[src/rtl/mu0_mem_resp_if.sv]
// MU0 memory bus: requester drives address, strobes and write data; responder returns data and status.
interface mu0_mem_resp_if;
  logic [11:0] Addr;
  logic        Rd;
  logic        Wr;
  logic [15:0] Din;
  logic [15:0] Dout;
  logic        Ready;
  logic        Err;
  logic        Busy;

  modport master (output Addr, Rd, Wr, Din, input Dout, Ready, Err, Busy);
  modport slave  (input Addr, Rd, Wr, Din, output Dout, Ready, Err, Busy);
endinterface

[src/rtl/mu0_mem_resp.sv]
// MU0 memory responder: 2^DEPTH_LOG2 x 16 RAM answering Rd/Wr strobes with a registered Ready/Err pulse.
// Define MU0_MEM_WAIT_EN to insert WAIT_CYCLES wait states per access; otherwise latency is fixed at one cycle.
module mu0_mem_resp #(
  parameter int WAIT_CYCLES = 2,
  parameter int DEPTH_LOG2  = 8
) (
  input logic           Clk,
  input logic           Reset,
  mu0_mem_resp_if.slave bus
);

  if (WAIT_CYCLES < 1 || WAIT_CYCLES > 15) begin : g_bad_wait
    $error("WAIT_CYCLES must be in 1..15");
  end

  localparam int WORDS = 1 << DEPTH_LOG2;

  logic [15:0]           mem [WORDS];
  logic                  start;
  logic                  both;
  logic                  oor;
  logic                  err_q;
  logic                  ready_q;
  logic                  err_out_q;
  logic [15:0]           dout_q;
  logic                  mem_go;
  logic                  op_wr;
  logic [DEPTH_LOG2-1:0] op_addr;
  logic [15:0]           op_din;

  assign start = bus.Rd ^ bus.Wr;
  assign both  = bus.Rd & bus.Wr;
  assign oor   = |(bus.Addr >> DEPTH_LOG2);

`ifdef MU0_MEM_WAIT_EN
  typedef enum logic [1:0] {IDLE = 2'd0, WAIT = 2'd1, DONE = 2'd2} state_t;
  localparam logic [3:0] WAIT_LOAD = 4'(WAIT_CYCLES - 1);

  state_t                state;
  state_t                nxt;
  logic [3:0]            cnt;
  logic                  cnt_load;
  logic                  cnt_dec;
  logic                  wr_q;
  logic [DEPTH_LOG2-1:0] addr_q;
  logic [15:0]           din_q;

  always_comb begin
    nxt      = state;
    cnt_load = 1'b0;
    cnt_dec  = 1'b0;
    case (state)
      IDLE: begin
        if (both) begin
          nxt = DONE;
        end else if (start) begin
          nxt      = WAIT;
          cnt_load = 1'b1;
        end
      end
      WAIT: begin
        if (cnt == 4'd0) nxt = DONE;
        else             cnt_dec = 1'b1;
      end
      DONE:    nxt = IDLE;
      default: nxt = IDLE;
    endcase
  end

  always_ff @(posedge Clk or posedge Reset) begin
    if (Reset) begin
      cnt    <= 4'd0;
      wr_q   <= 1'b0;
      addr_q <= '0;
      din_q  <= 16'h0000;
    end else begin
      if (cnt_load)     cnt <= WAIT_LOAD;
      else if (cnt_dec) cnt <= cnt - 4'd1;
      if (state == IDLE && start) begin
        wr_q   <= bus.Wr;
        addr_q <= bus.Addr[DEPTH_LOG2-1:0];
        din_q  <= bus.Din;
      end
    end
  end

  // Memory is touched only on the edge leaving WAIT, so a reset mid-wait drops the access.
  assign mem_go  = (state == WAIT) && (cnt == 4'd0) && !err_q && !Reset;
  assign op_wr   = wr_q;
  assign op_addr = addr_q;
  assign op_din  = din_q;
`else
  typedef enum logic {IDLE = 1'b0, DONE = 1'b1} state_t;

  state_t state;
  state_t nxt;

  always_comb begin
    nxt = state;
    case (state)
      IDLE:    if (start || both) nxt = DONE;
      DONE:    nxt = IDLE;
      default: nxt = IDLE;
    endcase
  end

  // Access happens on the same edge the request is accepted, so operands come straight from the bus.
  assign mem_go  = (state == IDLE) && start && !oor && !Reset;
  assign op_wr   = bus.Wr;
  assign op_addr = bus.Addr[DEPTH_LOG2-1:0];
  assign op_din  = bus.Din;
`endif

  always_ff @(posedge Clk or posedge Reset) begin
    if (Reset) state <= IDLE;
    else       state <= nxt;
  end

  always_ff @(posedge Clk or posedge Reset) begin
    if (Reset) begin
      err_q     <= 1'b0;
      ready_q   <= 1'b0;
      err_out_q <= 1'b0;
      dout_q    <= 16'h0000;
    end else begin
      if (state == IDLE && (start || both)) err_q <= both || oor;
      ready_q   <= (state == DONE);
      err_out_q <= (state == DONE) && err_q;
      if (mem_go && !op_wr) dout_q <= mem[op_addr];
    end
  end

  always_ff @(posedge Clk) begin
    if (mem_go && op_wr) mem[op_addr] <= op_din;
  end

  assign bus.Dout  = dout_q;
  assign bus.Ready = ready_q;
  assign bus.Err   = err_out_q;
  assign bus.Busy  = (state != IDLE);

endmodule

[src/flat_wrapper.sv]
// flat-port wrapper written by rule: the top's interface ports become plain ports
module mu0_mem_resp_flat 
#(
  parameter int WAIT_CYCLES = 2,
  parameter int DEPTH_LOG2  = 8
)
  (Clk, Reset, bus_Addr, bus_Rd, bus_Wr, bus_Din, bus_Dout, bus_Ready, bus_Err, bus_Busy);
  mu0_mem_resp_if bus_i ();
  input logic Clk;
  input logic Reset;
  input wire logic [$bits(bus_i.Addr)-1:0] bus_Addr;
  input wire logic [$bits(bus_i.Rd)-1:0] bus_Rd;
  input wire logic [$bits(bus_i.Wr)-1:0] bus_Wr;
  input wire logic [$bits(bus_i.Din)-1:0] bus_Din;
  output wire logic [$bits(bus_i.Dout)-1:0] bus_Dout;
  output wire logic [$bits(bus_i.Ready)-1:0] bus_Ready;
  output wire logic [$bits(bus_i.Err)-1:0] bus_Err;
  output wire logic [$bits(bus_i.Busy)-1:0] bus_Busy;
  assign bus_i.Addr = bus_Addr;
  assign bus_i.Rd = bus_Rd;
  assign bus_i.Wr = bus_Wr;
  assign bus_i.Din = bus_Din;
  assign bus_Dout = bus_i.Dout;
  assign bus_Ready = bus_i.Ready;
  assign bus_Err = bus_i.Err;
  assign bus_Busy = bus_i.Busy;
  mu0_mem_resp #(.WAIT_CYCLES(WAIT_CYCLES), .DEPTH_LOG2(DEPTH_LOG2)) u_core (.Clk(Clk), .Reset(Reset), .bus(bus_i));
endmodule
[config.mk]
export PLATFORM = sky130hd
export DESIGN_NAME = mu0_mem_resp_flat
export DESIGN_NICKNAME = d
export VERILOG_FILES = /design/src/rtl/mu0_mem_resp_if.sv /design/src/rtl/mu0_mem_resp.sv /design/src/flat_wrapper.sv
export SDC_FILE = /design/constraint.sdc
export NUM_CORES = 2
export LEC_CHECK = 0
export BUFFER_PORTS_ARGS = -buffer_cell sky130_fd_sc_hd__buf_2
export CAP_MARGIN = 10
export CORE_ASPECT_RATIO = 0.7
export CORE_MARGIN = 2
export CORE_UTILIZATION = 50
export CTS_BUF_LIST = sky130_fd_sc_hd__clkbuf_4
export DETAILED_ROUTE_END_ITERATION = 10
export GPL_TIMING_DRIVEN = 1
export PLACE_DENSITY = 0.65
export SYNTH_ARGS = -nofsm -noshare
export SYNTH_HDL_FRONTEND = slang
export SYNTH_SLANG_ARGS = --single-unit
export TNS_END_PERCENT = 100
[constraint.sdc]
create_clock -name Clk -period 3.6 [get_ports Clk]
set_input_delay 0 -clock Clk [delete_from_list [all_inputs] [get_ports Clk]]
set_output_delay 0 -clock Clk [all_outputs]
set_load 0.005 [all_outputs]
Yosys cells after proc, flatten, opt, wreduce, memory -nomap -nowiden:

Memory sizes are Yosys's and may differ from the RTL's. A register that Yosys moved wholly into a read port is not among the register bits.
Index checks and enable logic that the tools add are counted.

* reduce and logical (&&, ||, !) cells: 13
* mux-type cells: 4
* bitwise operators: 3

Operators by type and width (count)
* logical AND 1 bit: 7
* OR reduction 4 bit: 1
* logical NOT 1 bit: 3
* 2-to-1 mux 1 bit: 3
* logical OR 1 bit: 2
* case mux 1 bit (2 select lines): 1
* bitwise AND 1 bit: 1
* inverter 1 bit: 1
* bitwise XOR 1 bit: 1

* logic and storage cells: 25
* output and inout bits: 19
* memories kept: 1
* memory bits (writable): 4096
* bits in registers: 4

Memory list
* u_core.mem: words 256, width 16, rd ports 1, clocked after memory_dff 1, wr ports 1, line mu0_mem_resp.sv:18 `logic [15:0] mem [WORDS];`

Depth between registers and ports, before layout:

* word-level depth: 7
* gate-level depth with buffers: 13

Worst setup path before layout:

OpenSTA, ideal clock, no wires.

* kind: input -> register
* from: input bus_Addr[0]
* to: memory u_core.mem[165][0] (enable)
* setup slack: 0.665 ns
* arrival time: 2.546 ns
* stages on the path: 11
* setup time: 0.388 ns
* cells stage by stage: buf_6 -> buf_6 -> buf_6 -> buf_4 -> inv_1 -> buf_2 -> buf_2 -> nor3_1 -> nand2_1 -> buf_2 -> nor2_1

RTL lines
* start, declared: line flat_wrapper.sv:11 `input wire logic [$bits(bus_i.Addr)-1:0] bus_Addr;`
* end, declared: line mu0_mem_resp.sv:18

Straight into the memory's write port.

==> results_dict.tcl <==
set metrics [dict create \
    syn-num-nets 7125 \
    worst_slew_pin_slew_ps 1224 \
    rrSetupSlack_ps 80 \
    ys_types 57 \
    period_needed_ps 3520 \
    wl_per_cell_um 34.54 \
    relSlewSlack_pct 17.76 \
    clock_sinks 4116 \
    cp_max_fo 15 \
    min_path_type "in2reg" \
    power.total_w 0.09493 \
    p_leak_nw 59.06 \
    vias_per_cell 6.407 \
    numCtsBuffers 919 \
    synth_edf_count 4096 \
    place.gp.congestion 0.9255 \
    r2r-end "u_core.bus.Dout[7]" \
    hold_viol_final 0 \
    grt.total_usage_pct 28.67 \
    clockRootBuffer "clkbuf_4" \
    pin_count 51 \
    start_util_pct 50.29 \
    antenna_found_initial 38 \
    core_mm2 0.3140 \
    hold_end "u_core.mem[173][3]" \
    grt_overflow 0 \
    final_common_cell "edfxtp_1" \
    timing.rr.start "u_core.mem[60][7]" \
    worstRegToRegCells 8 \
    ys_warn_count 0 \
    cellPowerDensity_mw_per_mm2 522.2 \
    nets 8512 \
    worstSkewPairLatency_ps 1480 \
    ir_worst_vdd_mv 0.3559 \
    syn_inst 7091 \
    status "finished, final reports clean" \
    worst-setup-path-type "in2reg" \
    grt_max_degree 120 \
    grt_pass1_wl_mm 638.5 \
    postRouteAntennaNets 0 \
    setup_viol_count_final 0 \
    drc 0 \
    pwr-share-comb_pct 5.7 \
    p_sw_w 0.02162 \
    ys_seq_area_share_pct 78.21 \
    p_sw_share_pct 22.78 \
    first_iter_violations 14030 \
    cp-start-kind "primary input" \
    layout-drive-gt1-share_pct 36.76 \
    synth_flop_cell "edfxtp_1" \
    p_int_w 0.07331 \
    whs_path_depth 4 \
    p_seq_share_pct 55.6 \
    clkPwrFrac_pct 38.7 \
    die_area_mm2 0.3204 \
    async_flop_share_pct 0.4859 \
    cts.path.max_buffers 4 \
    die_y_um 474.2 \
    skew_ps 141.7 \
    port-buffer-count 50 \
    period_share_pct 97.77 \
    syn_area_per_cell_um2 22.27 \
    crit_path_end_kind "register" \
    drt-total-wl_mm 461.3 \
    fp.dieW_um 675.7 \
    yosys_register_bits 4116 \
    worstHoldStart "bus_Din[3]" \
    maxSlewViolCount 0 \
    setup_tns_ps 0 \
    cts_tree "done" \
    rows 172 \
    maxCapViolations 0 \
    layout_common_cells "edfxtp_1, clkbuf_4, mux4_2" \
    fmax_mhz 284.1 \
    htree_levels 6 \
    arrival_ps 4890 \
    required_ps 4970 \
    hpwl_mm 281.3 \
    num_vias 85580 \
    grt_pass1_vias 83040 \
    first_pass_iters 6 \
    areaGrowthSynthToFinish_pct 15.11 \
    cts.clk_slew.worst_paths_ps 70 \
    synth_area_mm2 0.1579 \
]
power by group through the flow:
stage,logic (W),clock network (W),registers (W)
detailed placement,0.00512,0,0.0538
CTS,0.00531,0.0373,0.0528
global route,0.00558,0.0396,0.0527
global placement,0.00504,0,0.0538
finish,0.00541,0.0368,0.0528
floorplan,0.00240,0,0.0538
worst max-delay path, cell delays in order:
cell and delay, ps:
dlygate4sd3_1 530, buf_2 330, dlygate4sd3_1 950, buf_4 430, nand4bb_2 360, buf_4 250
nor2_1 50, o211ai_1 120, dlygate4sd3_1 580, nand4_1 170, nor4_1 270, nand3_1 100
dlygate4sd3_1 570, o22a_1 160
flip-flops by register name, indices dropped and copies added (netlist names):
signal / flops
u_core.bus.Dout: 16
u_core.err_q: 1
u_core.mem: 4096
u_core.bus.Busy: 1
u_core.bus.Ready: 1
u_core.bus.Err: 1
final cells by class:
cell class | instances | area [µm²]
fillers | 22980 | 132200
multi-input cells | 2548 | 32610
diodes | 18 | 45.04
well taps | 4176 | 5225
flip-flops and latches | 4116 | 123500
repair buffers | 882 | 8569
clock buffers | 1386 | 10410
clock inverters | 220 | 1379
inverters | 11 | 48.80
repair_timing:
action,CTS,global route
hold endpoints to repair,6167,0
buffers inserted,0,2
hold buffers,88,0
pin swaps,0,1
setup endpoints to repair,2,1055
gates resized for setup,1,35
worst max-delay path by stage:
stage                          endpoint  cells after the start    startpoint  slack (ps)
finish               u_core.bus.Dout[1]                     14   bus_Addr[4]          80
global route          u_core.mem[67][3]                     15  bus_Addr[10]         -30
CTS                 u_core.bus.Dout[15]                     12  bus_Addr[10]          20
detailed placement   u_core.bus.Dout[7]                     11   bus_Addr[3]        -300
global placement     u_core.bus.Dout[5]                      9   bus_Addr[0]        -680
floorplan            u_core.mem[165][0]                     11   bus_Addr[0]         670
metal layers:
metal / wire length [µm] / global-route usage [%]
met1: 180300 / 42.82
met2: 193300 / 38.74
met3: 71640 / 10.88
met4: 15800 / 9.812
met5: 254 / 0
cells in the mapped netlist (all sizes together), types with 2 or more instances:
cell type | count | share of area, %
a2111oi | 8 | 0.044
a211o | 3 | 0.017
a211oi | 7 | 0.033
a21oi | 68 | 0.22
a221oi | 11 | 0.061
a22o | 25 | 0.14
a22oi | 158 | 0.75
a311oi | 10 | 0.055
a31oi | 26 | 0.10
a32oi | 21 | 0.12
and2 | 7 | 0.028
and3 | 11 | 0.044
and3b | 2 | 0.011
buf | 264 | 1.0
clkbuf | 152 | 0.36
dfrtp | 20 | 0.32
edfxtp | 4096 | 78
ha | 2 | 0.016
inv | 11 | 0.026
mux2 | 6 | 0.043
mux2i | 329 | 2.1
mux4 | 972 | 14
nand2 | 158 | 0.38
nand2b | 11 | 0.044
nand3 | 57 | 0.18
nand3b | 3 | 0.014
nand4 | 22 | 0.087
nor2 | 315 | 0.75
nor2b | 18 | 0.071
nor3 | 38 | 0.12
nor3b | 4 | 0.019
nor4 | 15 | 0.059
o2111ai | 13 | 0.072
o211ai | 17 | 0.081
o21ai | 55 | 0.17
o221ai | 20 | 0.11
o22a | 26 | 0.14
o22ai | 87 | 0.34
o31ai | 3 | 0.014
o32a | 2 | 0.013
or2 | 6 | 0.024
or3 | 2 | 0.0079
or3b | 2 | 0.011
cells by family (layout without fill, tap and decap cells):
family / after synthesis / in the layout / synth area share, %
simple gates: 673 / 673 / 1.857
mux: 1307 / 1307 / 15.99
other cells: 0 / 18 / 0
buf+inv: 427 / 2499 / 1.404
compound gates: 566 / 566 / 2.525
fa+ha+maj: 2 / 2 / 0.01584
flops: 4116 / 4116 / 78.21
stage by stage:
step	hold WS [ps]	util [%]	area [µm²]	setup WS, ps	cells
3_3_place_gp	139.4	53.70	168600	-683.1	11640
3_5_place_dp	145.3	53.71	168600	-304.6	11640
5_1_grt	99.61	57.88	181700	-30.99	13340
4_1_cts	26.30	57.83	181600	15.41	13340
6_report	140.6	57.89	181800	80.29	13360
2_1_floorplan	-36.17	-	157900	665.5	7091
(Power assumes the default switching activity.)
